[config.mk]
export PLATFORM = sky130hd
export DESIGN_NAME = y86_instr_encoder_flat
export DESIGN_NICKNAME = d
export VERILOG_FILES = /design/src/rtl/y86_instr_encoder_pkg.sv /design/src/rtl/y86_instr_encoder_if.sv /design/src/rtl/y86_instr_encoder_len.sv /design/src/rtl/y86_instr_encoder.sv /design/src/flat_wrapper.sv
export SDC_FILE = /design/constraint.sdc
export NUM_CORES = 1
export LEC_CHECK = 0
export ABC_AREA = 1
export CORE_MARGIN = 2
export CORE_UTILIZATION = 32
export CTS_CLUSTER_SIZE = 40
export DETAILED_ROUTE_END_ITERATION = 6
export GPL_TIMING_DRIVEN = 0
export PLACE_DENSITY_LB_ADDON = 0.12
export SKIP_CTS_REPAIR_TIMING = 1
export SLEW_MARGIN = 20
export SYNTH_ARGS = -nofsm -noshare
export SYNTH_HDL_FRONTEND = slang
export SYNTH_SLANG_ARGS = --single-unit
[constraint.sdc]
create_clock -name clk -period 2.8 [get_ports clk]
set_input_delay 0.56 -clock clk [delete_from_list [all_inputs] [get_ports clk]]
set_output_delay 0.56 -clock clk [all_outputs]
set_load 0.02 [all_outputs]
[src/rtl/y86_instr_encoder_pkg.sv]
// ---------------------------------------------------------------------------
// y86_instr_encoder_pkg
//   Shared Y86-64 instruction-set definitions for the instruction encoder and
//   the fetch stage.
//   Contents:
//     ICODE_*        instruction codes 0x0..0xB
//     REG_NONE       register specifier meaning "no register"
//     enc_state_e    encoder FSM states (also exported on the debug port)
//     instr_info_t   per-icode encoding facts produced by y86_instr_encoder_len
//     instr_len()    instruction length in bytes, 0 for an illegal icode
// ---------------------------------------------------------------------------
package y86_instr_encoder_pkg;

    localparam logic [3:0] ICODE_HALT   = 4'h0;
    localparam logic [3:0] ICODE_NOP    = 4'h1;
    localparam logic [3:0] ICODE_RRMOVQ = 4'h2;  // also cmovxx
    localparam logic [3:0] ICODE_IRMOVQ = 4'h3;
    localparam logic [3:0] ICODE_RMMOVQ = 4'h4;
    localparam logic [3:0] ICODE_MRMOVQ = 4'h5;
    localparam logic [3:0] ICODE_OPQ    = 4'h6;
    localparam logic [3:0] ICODE_JXX    = 4'h7;
    localparam logic [3:0] ICODE_CALL   = 4'h8;
    localparam logic [3:0] ICODE_RET    = 4'h9;
    localparam logic [3:0] ICODE_PUSHQ  = 4'hA;
    localparam logic [3:0] ICODE_POPQ   = 4'hB;

    localparam logic [3:0] REG_NONE     = 4'hF;

    typedef enum logic [0:0] {
        ST_IDLE = 1'b0,
        ST_EMIT = 1'b1
    } enc_state_e;

    // valc_offset: byte index of the MSB of valC (0 = no valC field)
    typedef struct packed {
        logic       valid;
        logic [3:0] len;
        logic       has_regs;
        logic [1:0] valc_offset;
    } instr_info_t;

    function automatic logic [3:0] instr_len(input logic [3:0] icode);
        case (icode)
            ICODE_HALT, ICODE_NOP, ICODE_RET:                  instr_len = 4'd1;
            ICODE_RRMOVQ, ICODE_OPQ, ICODE_PUSHQ, ICODE_POPQ:  instr_len = 4'd2;
            ICODE_JXX, ICODE_CALL:                             instr_len = 4'd9;
            ICODE_IRMOVQ, ICODE_RMMOVQ, ICODE_MRMOVQ:          instr_len = 4'd10;
            default:                                           instr_len = 4'd0;
        endcase
    endfunction

endpackage

[src/rtl/y86_instr_encoder_if.sv]
// ---------------------------------------------------------------------------
// y86_instr_encoder_if
//   Decoded-instruction handshake into the encoder.
//   Signals:
//     in_valid   producer has instruction fields on the bus
//     in_ready   encoder can take them this cycle
//     in_icode / in_ifun / in_rA / in_rB / in_valC   instruction fields
//   Handshake: a transfer happens on a rising clk edge where in_valid and
//   in_ready are both high. The producer holds the fields stable while
//   in_valid is high and may not drop in_valid before the transfer; in_ready
//   may change freely and does not depend on in_valid.
//   Modports: master = producer, slave = encoder.
// ---------------------------------------------------------------------------
interface y86_instr_encoder_if;
    logic        in_valid;
    logic        in_ready;
    logic [3:0]  in_icode;
    logic [3:0]  in_ifun;
    logic [3:0]  in_rA;
    logic [3:0]  in_rB;
    logic [63:0] in_valC;

    modport master (
        output in_valid, in_icode, in_ifun, in_rA, in_rB, in_valC,
        input  in_ready
    );

    modport slave (
        input  in_valid, in_icode, in_ifun, in_rA, in_rB, in_valC,
        output in_ready
    );
endinterface

[src/rtl/y86_instr_encoder_len.sv]
// ---------------------------------------------------------------------------
// y86_instr_encoder_len
//   Combinational icode decoder giving the byte layout of an instruction.
//   Shared with fetch, which uses len to compute valP.
//   Ports:
//     icode  in   4   instruction code
//     info   out  -   {valid, len, has_regs, valc_offset}
// ---------------------------------------------------------------------------
module y86_instr_encoder_len
    import y86_instr_encoder_pkg::*;
(
    input  logic [3:0]  icode,
    output instr_info_t info
);

    always_comb begin
        info             = '0;
        info.len         = instr_len(icode);
        info.valid       = (info.len != 4'd0);

        case (icode)
            ICODE_RRMOVQ, ICODE_IRMOVQ, ICODE_RMMOVQ, ICODE_MRMOVQ,
            ICODE_OPQ, ICODE_PUSHQ, ICODE_POPQ: info.has_regs = 1'b1;
            default:                            info.has_regs = 1'b0;
        endcase

        case (icode)
            ICODE_IRMOVQ, ICODE_RMMOVQ, ICODE_MRMOVQ: info.valc_offset = 2'd2;
            ICODE_JXX, ICODE_CALL:                    info.valc_offset = 2'd1;
            default:                                  info.valc_offset = 2'd0;
        endcase
    end

endmodule

[src/rtl/y86_instr_encoder.sv]
// ---------------------------------------------------------------------------
// y86_instr_encoder
//   Serialises decoded Y86-64 instructions into byte writes to the 1 KiB
//   instruction memory, one byte per cycle, in the layout fetch decodes
//   (valC stored MSB first).
//   Ports:
//     clk, rst_n          clock (rising edge), asynchronous active-low reset
//     ptr_load, ptr_value load the write pointer (honoured in IDLE only)
//     in_if               instruction handshake (slave side)
//     mem_we/addr/wdata   byte write port to instruction memory
//     next_pc             address the next instruction will be written to
//     instr_count         instructions completely written since reset
//     err_invalid         sticky: icode > 0xB was offered
//     err_overflow        sticky: an instruction would cross IMEM_DEPTH
//     dbg_state           current FSM state
// ---------------------------------------------------------------------------
module y86_instr_encoder
    import y86_instr_encoder_pkg::*;
#(
    parameter int unsigned IMEM_DEPTH = 1024,
    parameter logic [63:0] RESET_ADDR = 64'd0
)
(
    input  logic                 clk,
    input  logic                 rst_n,
    input  logic                 ptr_load,
    input  logic [63:0]          ptr_value,
    y86_instr_encoder_if.slave   in_if,
    output logic                 mem_we,
    output logic [63:0]          mem_addr,
    output logic [7:0]           mem_wdata,
    output logic [63:0]          next_pc,
    output logic [31:0]          instr_count,
    output logic                 err_invalid,
    output logic                 err_overflow,
    output enc_state_e           dbg_state
);

    instr_info_t info;

    enc_state_e  state_q, state_d;
    logic        ready_q, ready_d;
    logic        mem_we_d;
    logic [63:0] mem_addr_d;
    logic [7:0]  mem_wdata_d;
    logic [63:0] pc_d;
    logic [31:0] count_d;
    logic        err_inv_d, err_ovf_d;
    logic [3:0]  cnt_q, cnt_d;
    logic [3:0]  len_q, len_d;
    logic [79:0] shreg_q, shreg_d;

    logic [79:0] word;
    logic [7:0]  byte0, byte1;
    logic        accept;
    logic        overflow;

    y86_instr_encoder_len u_len (
        .icode (in_if.in_icode),
        .info  (info)
    );

    // A pointer load wins over an offered instruction in the same cycle.
    assign in_if.in_ready = ready_q & ~ptr_load;
    assign accept         = in_if.in_valid & in_if.in_ready;
    assign dbg_state      = state_q;

    // 65-bit sum so a huge loaded pointer cannot wrap past the check.
    assign overflow = ({1'b0, next_pc} + 65'(info.len)) > 65'(IMEM_DEPTH);

    // Left-aligned instruction image: byte 0 sits in word[79:72].
    assign byte0 = {in_if.in_icode, in_if.in_ifun};
    assign byte1 = {in_if.in_rA, in_if.in_rB};

    always_comb begin
        word = {byte0, 72'h0};
        case (info.valc_offset)
            2'd2:    word = {byte0, byte1, in_if.in_valC};
            2'd1:    word = {byte0, in_if.in_valC, 8'h0};
            default: word = info.has_regs ? {byte0, byte1, 64'h0} : {byte0, 72'h0};
        endcase
    end

    always_comb begin
        state_d     = state_q;
        ready_d     = ready_q;
        mem_we_d    = 1'b0;
        mem_addr_d  = mem_addr;
        mem_wdata_d = mem_wdata;
        pc_d        = next_pc;
        count_d     = instr_count;
        err_inv_d   = err_invalid;
        err_ovf_d   = err_overflow;
        cnt_d       = cnt_q;
        len_d       = len_q;
        shreg_d     = shreg_q;

        case (state_q)
            ST_IDLE: begin
                ready_d = 1'b1;
                if (ptr_load) begin
                    pc_d = ptr_value;
                end else if (accept) begin
                    if (!info.valid) begin
                        err_inv_d = 1'b1;
                    end else if (overflow) begin
                        err_ovf_d = 1'b1;
                    end else begin
                        // Byte 0 goes out on the cycle right after the handshake.
                        state_d     = ST_EMIT;
                        ready_d     = 1'b0;
                        mem_we_d    = 1'b1;
                        mem_addr_d  = next_pc;
                        mem_wdata_d = word[79:72];
                        shreg_d     = {word[71:0], 8'h0};
                        pc_d        = next_pc + 64'd1;
                        cnt_d       = 4'd1;
                        len_d       = info.len;
                    end
                end
            end
            ST_EMIT: begin
                if (cnt_q == len_q) begin
                    state_d = ST_IDLE;
                    ready_d = 1'b1;
                    count_d = instr_count + 32'd1;
                end else begin
                    mem_we_d    = 1'b1;
                    mem_addr_d  = next_pc;
                    mem_wdata_d = shreg_q[79:72];
                    shreg_d     = {shreg_q[71:0], 8'h0};
                    pc_d        = next_pc + 64'd1;
                    cnt_d       = cnt_q + 4'd1;
                end
            end
            default: begin
                state_d = ST_IDLE;
            end
        endcase
    end

    always_ff @(posedge clk or negedge rst_n) begin
        if (!rst_n) begin
            state_q      <= ST_IDLE;
            ready_q      <= 1'b0;
            mem_we       <= 1'b0;
            mem_addr     <= 64'd0;
            mem_wdata    <= 8'd0;
            next_pc      <= RESET_ADDR;
            instr_count  <= 32'd0;
            err_invalid  <= 1'b0;
            err_overflow <= 1'b0;
            cnt_q        <= 4'd0;
            len_q        <= 4'd0;
            shreg_q      <= 80'd0;
        end else begin
            state_q      <= state_d;
            ready_q      <= ready_d;
            mem_we       <= mem_we_d;
            mem_addr     <= mem_addr_d;
            mem_wdata    <= mem_wdata_d;
            next_pc      <= pc_d;
            instr_count  <= count_d;
            err_invalid  <= err_inv_d;
            err_overflow <= err_ovf_d;
            cnt_q        <= cnt_d;
            len_q        <= len_d;
            shreg_q      <= shreg_d;
        end
    end

endmodule

[src/flat_wrapper.sv]
// flat-port wrapper written by rule: the top's interface ports become plain ports
module y86_instr_encoder_flat import y86_instr_encoder_pkg::*;
#(
    parameter int unsigned IMEM_DEPTH = 1024,
    parameter logic [63:0] RESET_ADDR = 64'd0
)
  (clk, rst_n, ptr_load, ptr_value, mem_we, mem_addr, mem_wdata, next_pc, instr_count, err_invalid, err_overflow, dbg_state, in_if_in_valid, in_if_in_icode, in_if_in_ifun, in_if_in_rA, in_if_in_rB, in_if_in_valC, in_if_in_ready);
  y86_instr_encoder_if in_if_i ();
  input  logic clk;
  input  logic rst_n;
  input  logic ptr_load;
  input  logic [63:0] ptr_value;
  output logic mem_we;
  output logic [63:0] mem_addr;
  output logic [7:0] mem_wdata;
  output logic [63:0] next_pc;
  output logic [31:0] instr_count;
  output logic err_invalid;
  output logic err_overflow;
  output enc_state_e dbg_state;
  input wire logic [$bits(in_if_i.in_valid)-1:0] in_if_in_valid;
  input wire logic [$bits(in_if_i.in_icode)-1:0] in_if_in_icode;
  input wire logic [$bits(in_if_i.in_ifun)-1:0] in_if_in_ifun;
  input wire logic [$bits(in_if_i.in_rA)-1:0] in_if_in_rA;
  input wire logic [$bits(in_if_i.in_rB)-1:0] in_if_in_rB;
  input wire logic [$bits(in_if_i.in_valC)-1:0] in_if_in_valC;
  output wire logic [$bits(in_if_i.in_ready)-1:0] in_if_in_ready;
  assign in_if_i.in_valid = in_if_in_valid;
  assign in_if_i.in_icode = in_if_in_icode;
  assign in_if_i.in_ifun = in_if_in_ifun;
  assign in_if_i.in_rA = in_if_in_rA;
  assign in_if_i.in_rB = in_if_in_rB;
  assign in_if_i.in_valC = in_if_in_valC;
  assign in_if_in_ready = in_if_i.in_ready;
  y86_instr_encoder #(.IMEM_DEPTH(IMEM_DEPTH), .RESET_ADDR(RESET_ADDR)) u_core (.clk(clk), .rst_n(rst_n), .ptr_load(ptr_load), .ptr_value(ptr_value), .in_if(in_if_i), .mem_we(mem_we), .mem_addr(mem_addr), .mem_wdata(mem_wdata), .next_pc(next_pc), .instr_count(instr_count), .err_invalid(err_invalid), .err_overflow(err_overflow), .dbg_state(dbg_state));
endmodule
==> impl_metrics.toml, run 1 <==
[outcome]
status = "complete, but fails checks"
violations = "setup timing"

[floorplan]
die_h_um = 229
rows = 82
dieWidth_um = 229
start_util_pct = 32.3
io_pins = 321
dieArea_um2 = 52300
core_um2 = 50000

[synthesis]
synth_ff_type = "dfrtp_1"
async_reset_ff_share_pct = 100
yosysWarnings = 0
synth.most_common_cell = "nand2_1"
syn_area_um2 = 16100
synth_seq_cells = 251
synthCells = 2367
synth_edf_count = 0
synth_cell_type_count = 39
yosys.area.top_type_share_pct = 38.9
ys_top_cells_by_area = "dfrtp_1 (39%), nand2_1 (21%), nand3_1 (10%)"
ys_seq_area_share_pct = 38.9
avgSynthCellArea_um2 = 6.82
synth_top_area_cell = "dfrtp_1"
synth_nets = 2524
synthTopCellsByCount = "nand2_1 (887), nand3_1 (328), dfrtp_1 (251)"

[power_and_ir_drop]
p_comb_share_pct = 29.9
p_sw_share_pct = 35.3
p_sw_mw = 4.45
p_int_mw = 8.17
p_leak_nw = 10.3
peakVddDrop_uv = 506
power_density_nw_per_um2 = 567
power_frac_seq_pct = 36.3
p_clk_share_pct = 33.8
total_power_mw = 12.6

[placement]
place_area_um2 = 20500
place_hpwl_um = 54400
dpl.cell_count = 3362
io_buffers = 320
gp_congestion = 0.956

[global_routing]
groute.usage.overall_pct = 26.1
grt_pass1_vias = 17259
antenna_found_initial = 0
grt_pass1_wl_um = 105000
grt_overflow = 0
grt_max_degree = 90

[routing]
wire_per_inst_um = 20.6
num_vias = 17497
first_iter_violations = 1309
totalWireLength_um = 70900
routed_via_density = 5.08
detail-route-antenna-nets = 0
drc_errors = 0
firstDrtPassIters = 5

[worst_setup_path]
crit_family = "simple AND/OR/NAND/NOR gates"
r2r-start = "u_core.next_pc[0]"
cp_slowest_cell = "fa_2"
critPathLaunch = "in_if_in_icode[0]"
crit_fanout = 5
end_kind = "register"
critPathArrivalTime_ns = 4.10
required_ns = 3.30
worstSetupStartpointType = "primary input"
critPathBufInv = 7
cpPeakStageDelay_ns = 0.39
critPathKind = "primary input to register"

[timing]
fin_crit_sh_pct = 128
setup_ws_ns = -0.798
finalSetupViolations = 219
grt_setup_unrepaired = "yes"
final_hold_viol_count = 0
period_minus_slack_ns = 3.60
tightest_slew_ns = 0.949
clock.fmax_mhz = 278
timing.hold.ws_ns = 0.230
report.final.slew_viol_count = 0
slew_headroom_pct = 36.8
finalClockSkew_ns = 0.0152

[layout]
n_fill_cell = 5218
drive_gt1_share_pct = 9.17
register_area_um2 = 6290
synthToLayoutAreaGrowth_pct = 38.1
multi_input_area_um2 = 9010
fin_area_um2 = 22300
final_cells = 3443
num-nets-final = 2903

[clock_tree]
clk_path_buf_depth = 3
cts_tree = "built"
path_clk_slew_ns = 0.06
root_buffer = "clkbuf_16"
cts.sinks = 251
h-tree-depth = 1
numCtsBuffers = 31
worstSkewPairLatency_ns = 0.62

[flow_run]
drv_cap = 0

[min_path]
hold_class = "primary input to register"
hp-start = "in_if_in_icode[2]"
-- routing by layer --
layer	wire [um]	global-route usage [%]	share of wire (%)
met5	0	0	0
met4	2660	8.86	3.7
met3	3590	3.72	5.1
met2	33700	43.8	48
met1	30900	34.5	44
-- path summary, 6_finish.rpt --
| path | end | slack (ns) | depth (start not counted) |
|---|---|---|---|
| setup / recovery | u_core.shreg_q[73] | -0.80 | 27 |
| hold / removal | u_core.err_invalid | 0.23 | 2 |
| setup reg to reg | u_core.shreg_q[73] | -0.73 | 22 |
| hold reg to reg | u_core.instr_count[31] | 0.48 | 1 |
| max in group asynchronous | u_core.next_pc[45] | 1.34 | 3 |
| min in group asynchronous | u_core.instr_count[18] | 0.51 | 2 |
-- worst register-to-register path: cells and delay by family, from the launching register on --
family,cells,cell delay (ns)
and+or+nand+nor,14,1.70
buffers and inverters,5,0.66
adders and majority gates,2,0.53
DFF,1,0.39
AOI/OAI and AO/OA,1,0.15
-- area by class of cell --
cell class                      instances  share of cell area, %
Antenna cell                            1                 0.0112
Buffer                                152                   4.21
Clock buffer                           47                   4.15
Clock inverter                         10                  0.640
Inverter                              140                   2.41
Multi-Input combinational cell       1823                   40.4
Sequential cell                       251                   28.2
Tap cell                              672                   3.77
Timing Repair Buffer                  347                   16.2
-- layout by cell type (no fill, tap or decap), types with 7 or more instances in the layout --
cell,Yosys,layout
clkdlybuf4s50_1,0,315
o21ai_1,10,11
dfrtp_1,251,246
xor2_1,77,75
nand2_2,3,7
nor2_2,14,22
nand3_1,328,309
o21ai_0,89,87
nand3b_1,10,10
buf_4,13,25
inv_1,137,130
clkbuf_1,72,72
clkbuf_8,0,9
buf_12,0,8
nand2_1,887,874
a22oi_1,8,8
buf_2,41,17
a32oi_1,56,56
nand4_1,32,32
nor2_4,3,17
nor2_1,210,188
buf_8,0,7
xnor2_1,36,36
inv_2,2,7
nand3_2,0,19
clkbuf_2,12,14
buf_6,2,20
clkbuf_16,0,37
buf_1,13,13
nor3_1,28,28
nand2_4,0,7
-- metrics by stage --
step	setup slack, ns	setup TNS [ns]	util [%]
after floorplan	-0.586	-120.83	-
after global placement	-10.56	-3210.69	40.9
after detailed placement	-2.81	-572.86	41.0
after CTS	-2.19	-436.98	43.2
after global routing	-0.885	-180.22	44.6
final	-0.798	-157.71	44.6
-- power by group through the flow --
stage          clock (mW)  combinational [mW]  sequential, mW
5_1_grt              4.52                4.12            4.64
3_3_place_gp            0                3.66            4.64
3_5_place_dp            0                3.69            4.63
6_report             4.26                3.78            4.58
4_1_cts              4.38                3.71            4.57
2_1_floorplan           0                1.52            4.92
-- kinds of logic (layout without fill, tap and decap cells) --
logic type	count (synthesis)	after routing	synth area share [%]
xor gates and xnor gates	113	113	6.13
and+or+nand+nor	1530	1530	39.8
AOI/OAI and AO/OA	171	171	6.81
other	0	1	0
DFF	251	251	38.9
buffers and inverters	293	696	7.62
adders and majority gates	9	9	0.744
-- sequential cells by signal, indices dropped and copies added, names as in the netlist --
signal and cells:
u_core.mem_wdata 8, u_core.shreg_q 72, u_core.ready_q 1, u_core.mem_addr 64, u_core.cnt_q 4, u_core.err_invalid 1, u_core.len_q 3, u_core.mem_we 1
u_core.next_pc 64, u_core.err_overflow 1, u_core.instr_count 32
Power figures use the tool's default switching activity.
==> run 2, diff against run 1 <==
Settings changed: ABC_CLOCK_PERIOD_IN_PS from default to 2800.
==> results of run 2 <==
Final layout, timing and power as in run 1 (identical DEF).
==> run 3, diff against run 2 <==
Settings changed: CORE_MARGIN 2 to default, GPL_TIMING_DRIVEN 0 to default.
==> impl_metrics.toml, run 3 (synthesized netlist as in run 1, its figures left out) <==
[layout]
synthToLayoutAreaGrowth_pct = 55.2
diodes = 0
drive_gt1_share_pct = 20.4
num-nets-final = 3144
final_cells = 3676
top_register = "u_core.shreg_q"
final_common_cell = "nand2_1"
final_util_pct = 50.8
reg_top3 = "u_core.shreg_q (72), u_core.mem_addr (64), u_core.next_pc (64)"
final_cell_mix = "nand2_1 (868), buf_4 (356), clkdlybuf4s50_1 (315), nand3_1 (266), dfrtp_1 (250)"
n_fill_cell = 4961
largest_reg_flops = 72
fin_area_um2 = 25100

[global_routing]
grt_max_degree = 83
antenna_found_initial = 0
groute.usage.overall_pct = 27.0
grt_pass1_vias = 17992
grt_pass1_wl_um = 106000
grt_overflow = 0

[floorplan]
start_util_pct = 32.7
rows = 81
io_pins = 321
core_um2 = 49400
dieWidth_um = 227
dieArea_um2 = 51300
die_h_um = 227

[power_and_ir_drop]
total_power_mw = 12.9
power_density_nw_per_um2 = 517
peakVddDrop_uv = 518
p_leak_nw = 12.0

[min_path]
hp-start = "in_if_in_icode[0]"
hold_class = "primary input to register"

[worst_setup_path]
worst_r2r_endpoint = "u_core.shreg_q[49]"
critPathLaunch = "in_if_in_icode[2]"
cp.depth = 30
critPathKind = "primary input to register"
end_kind = "register"
critPathBufInv = 11
reg2regPathDepth = 25
critPathArrivalTime_ns = 4.14
cpPeakStageDelay_ns = 0.40
crit_top_cell = "nor2_2"
cp_slowest_cell = "fa_2"
crit_fanout = 8
required_ns = 3.29
crit_end = "u_core.shreg_q[49]"
rrSetupSlack_ns = -0.80
worstSetupStartpointType = "primary input"
crit_family = "simple AND/OR/NAND/NOR gates"
r2r-start = "u_core.next_pc[0]"

[clock_tree]
h-tree-depth = 1
clk_path_buf_depth = 3
path_clk_slew_ns = 0.06
cts.sinks = 251
root_buffer = "clkbuf_16"
cts_tree = "built"
worstSkewPairLatency_ns = 0.61
numCtsBuffers = 31

[timing]
fin_crit_sh_pct = 130
grt_setup_unrepaired = "yes"
setup_ws_ns = -0.841
report.final.slew_viol_count = 0
final_hold_viol_count = 0
setup-tns-final_ns = -165.33
tightest_slew_ns = 0.655
slew_headroom_pct = 56.4
finalClockSkew_ns = 0.0176
finalSetupViolations = 218
period_minus_slack_ns = 3.64
clock.fmax_mhz = 275

[placement]
io_buffers = 320
gp_congestion = 0.939
dpl.cell_count = 3583
place_hpwl_um = 54400
place_area_um2 = 22900

[outcome]
status = "complete, but fails checks"
violations = "setup timing"

[routing]
routed_via_density = 5.02
drc_errors = 0
firstDrtPassIters = 7
detail-route-antenna-nets = 0
num_vias = 18437
first_iter_violations = 1376
wire_per_inst_um = 20.2
totalWireLength_um = 74200

[flow_run]
drv_cap = 0
==> run 3: cell count changes in the layout (fill, tap and decap cells not counted), sizes merged <==
cell      before  now
buf           92  401
clkbuf       138   64
clkinv         6   11
inv          139  142
bufinv         3    1
nand2        890  892
clkinvlp       2    1
diode          1    0
==> run 3: cell type report <==
type	count	area [um2]	share of cell area (%)
clock buffers	43	871	3.48
clock inverters	15	125	0.499
inverters	140	536	2.14
multi-input cells	1825	9200	36.7
flip-flops and latches	251	6280	25.1
well taps	664	831	3.32
repair buffers	738	7210	28.8
==> run 3: through the flow <==
stage	hold WS (ns)	worst slack, ns
floorplan	0.264	-0.586
global placement	0.452	-1.99
detailed placement	0.468	-2.04
CTS	-0.0425	-1.43
global route	0.378	-1.00
finish	0.355	-0.841
==> run 3: power by group <==
| part | switching [mW] | internal (mW) | total, mW |
|---|---|---|---|
| Sequential | 0.409 | 4.07 | 4.48 |
| Combinational | 2.40 | 2.07 | 4.47 |
| Clock | 1.73 | 2.27 | 4.00 |
| Total | 4.54 | 8.41 | 12.9 |
==> run 3: worst min-delay path by stage <==
stage	depth (start not counted)	end	slack (ns)
global placement	1	u_core.err_invalid	0.45
detailed placement	1	u_core.err_overflow	0.47
finish	5	u_core.mem_wdata[4]	0.36
global route	3	u_core.err_invalid	0.38
CTS	1	u_core.mem_addr[6]	-0.04
floorplan	0	u_core.cnt_q[0]	0.26
==> run 3: metal layers <==
metal	GRT usage, %	wire (um)	vias to the layer above
met4	10.4	2980	0
met1	35.4	32800	8863
met5	0	0	-
li1	-	-	8911
met2	45.1	35000	552
met3	3.27	3350	111
==> run 3: worst register-to-register path, delay by kind of cell, from the launching register on <==
kind | cells | cell delay, ns
AND/OR/NAND/NOR | 14 | 1.35
buffers and inverters | 8 | 1.03
adder cells (fa/ha/maj) | 2 | 0.60
flip-flops | 1 | 0.38
AO/OA/AOI/OAI | 1 | 0.14
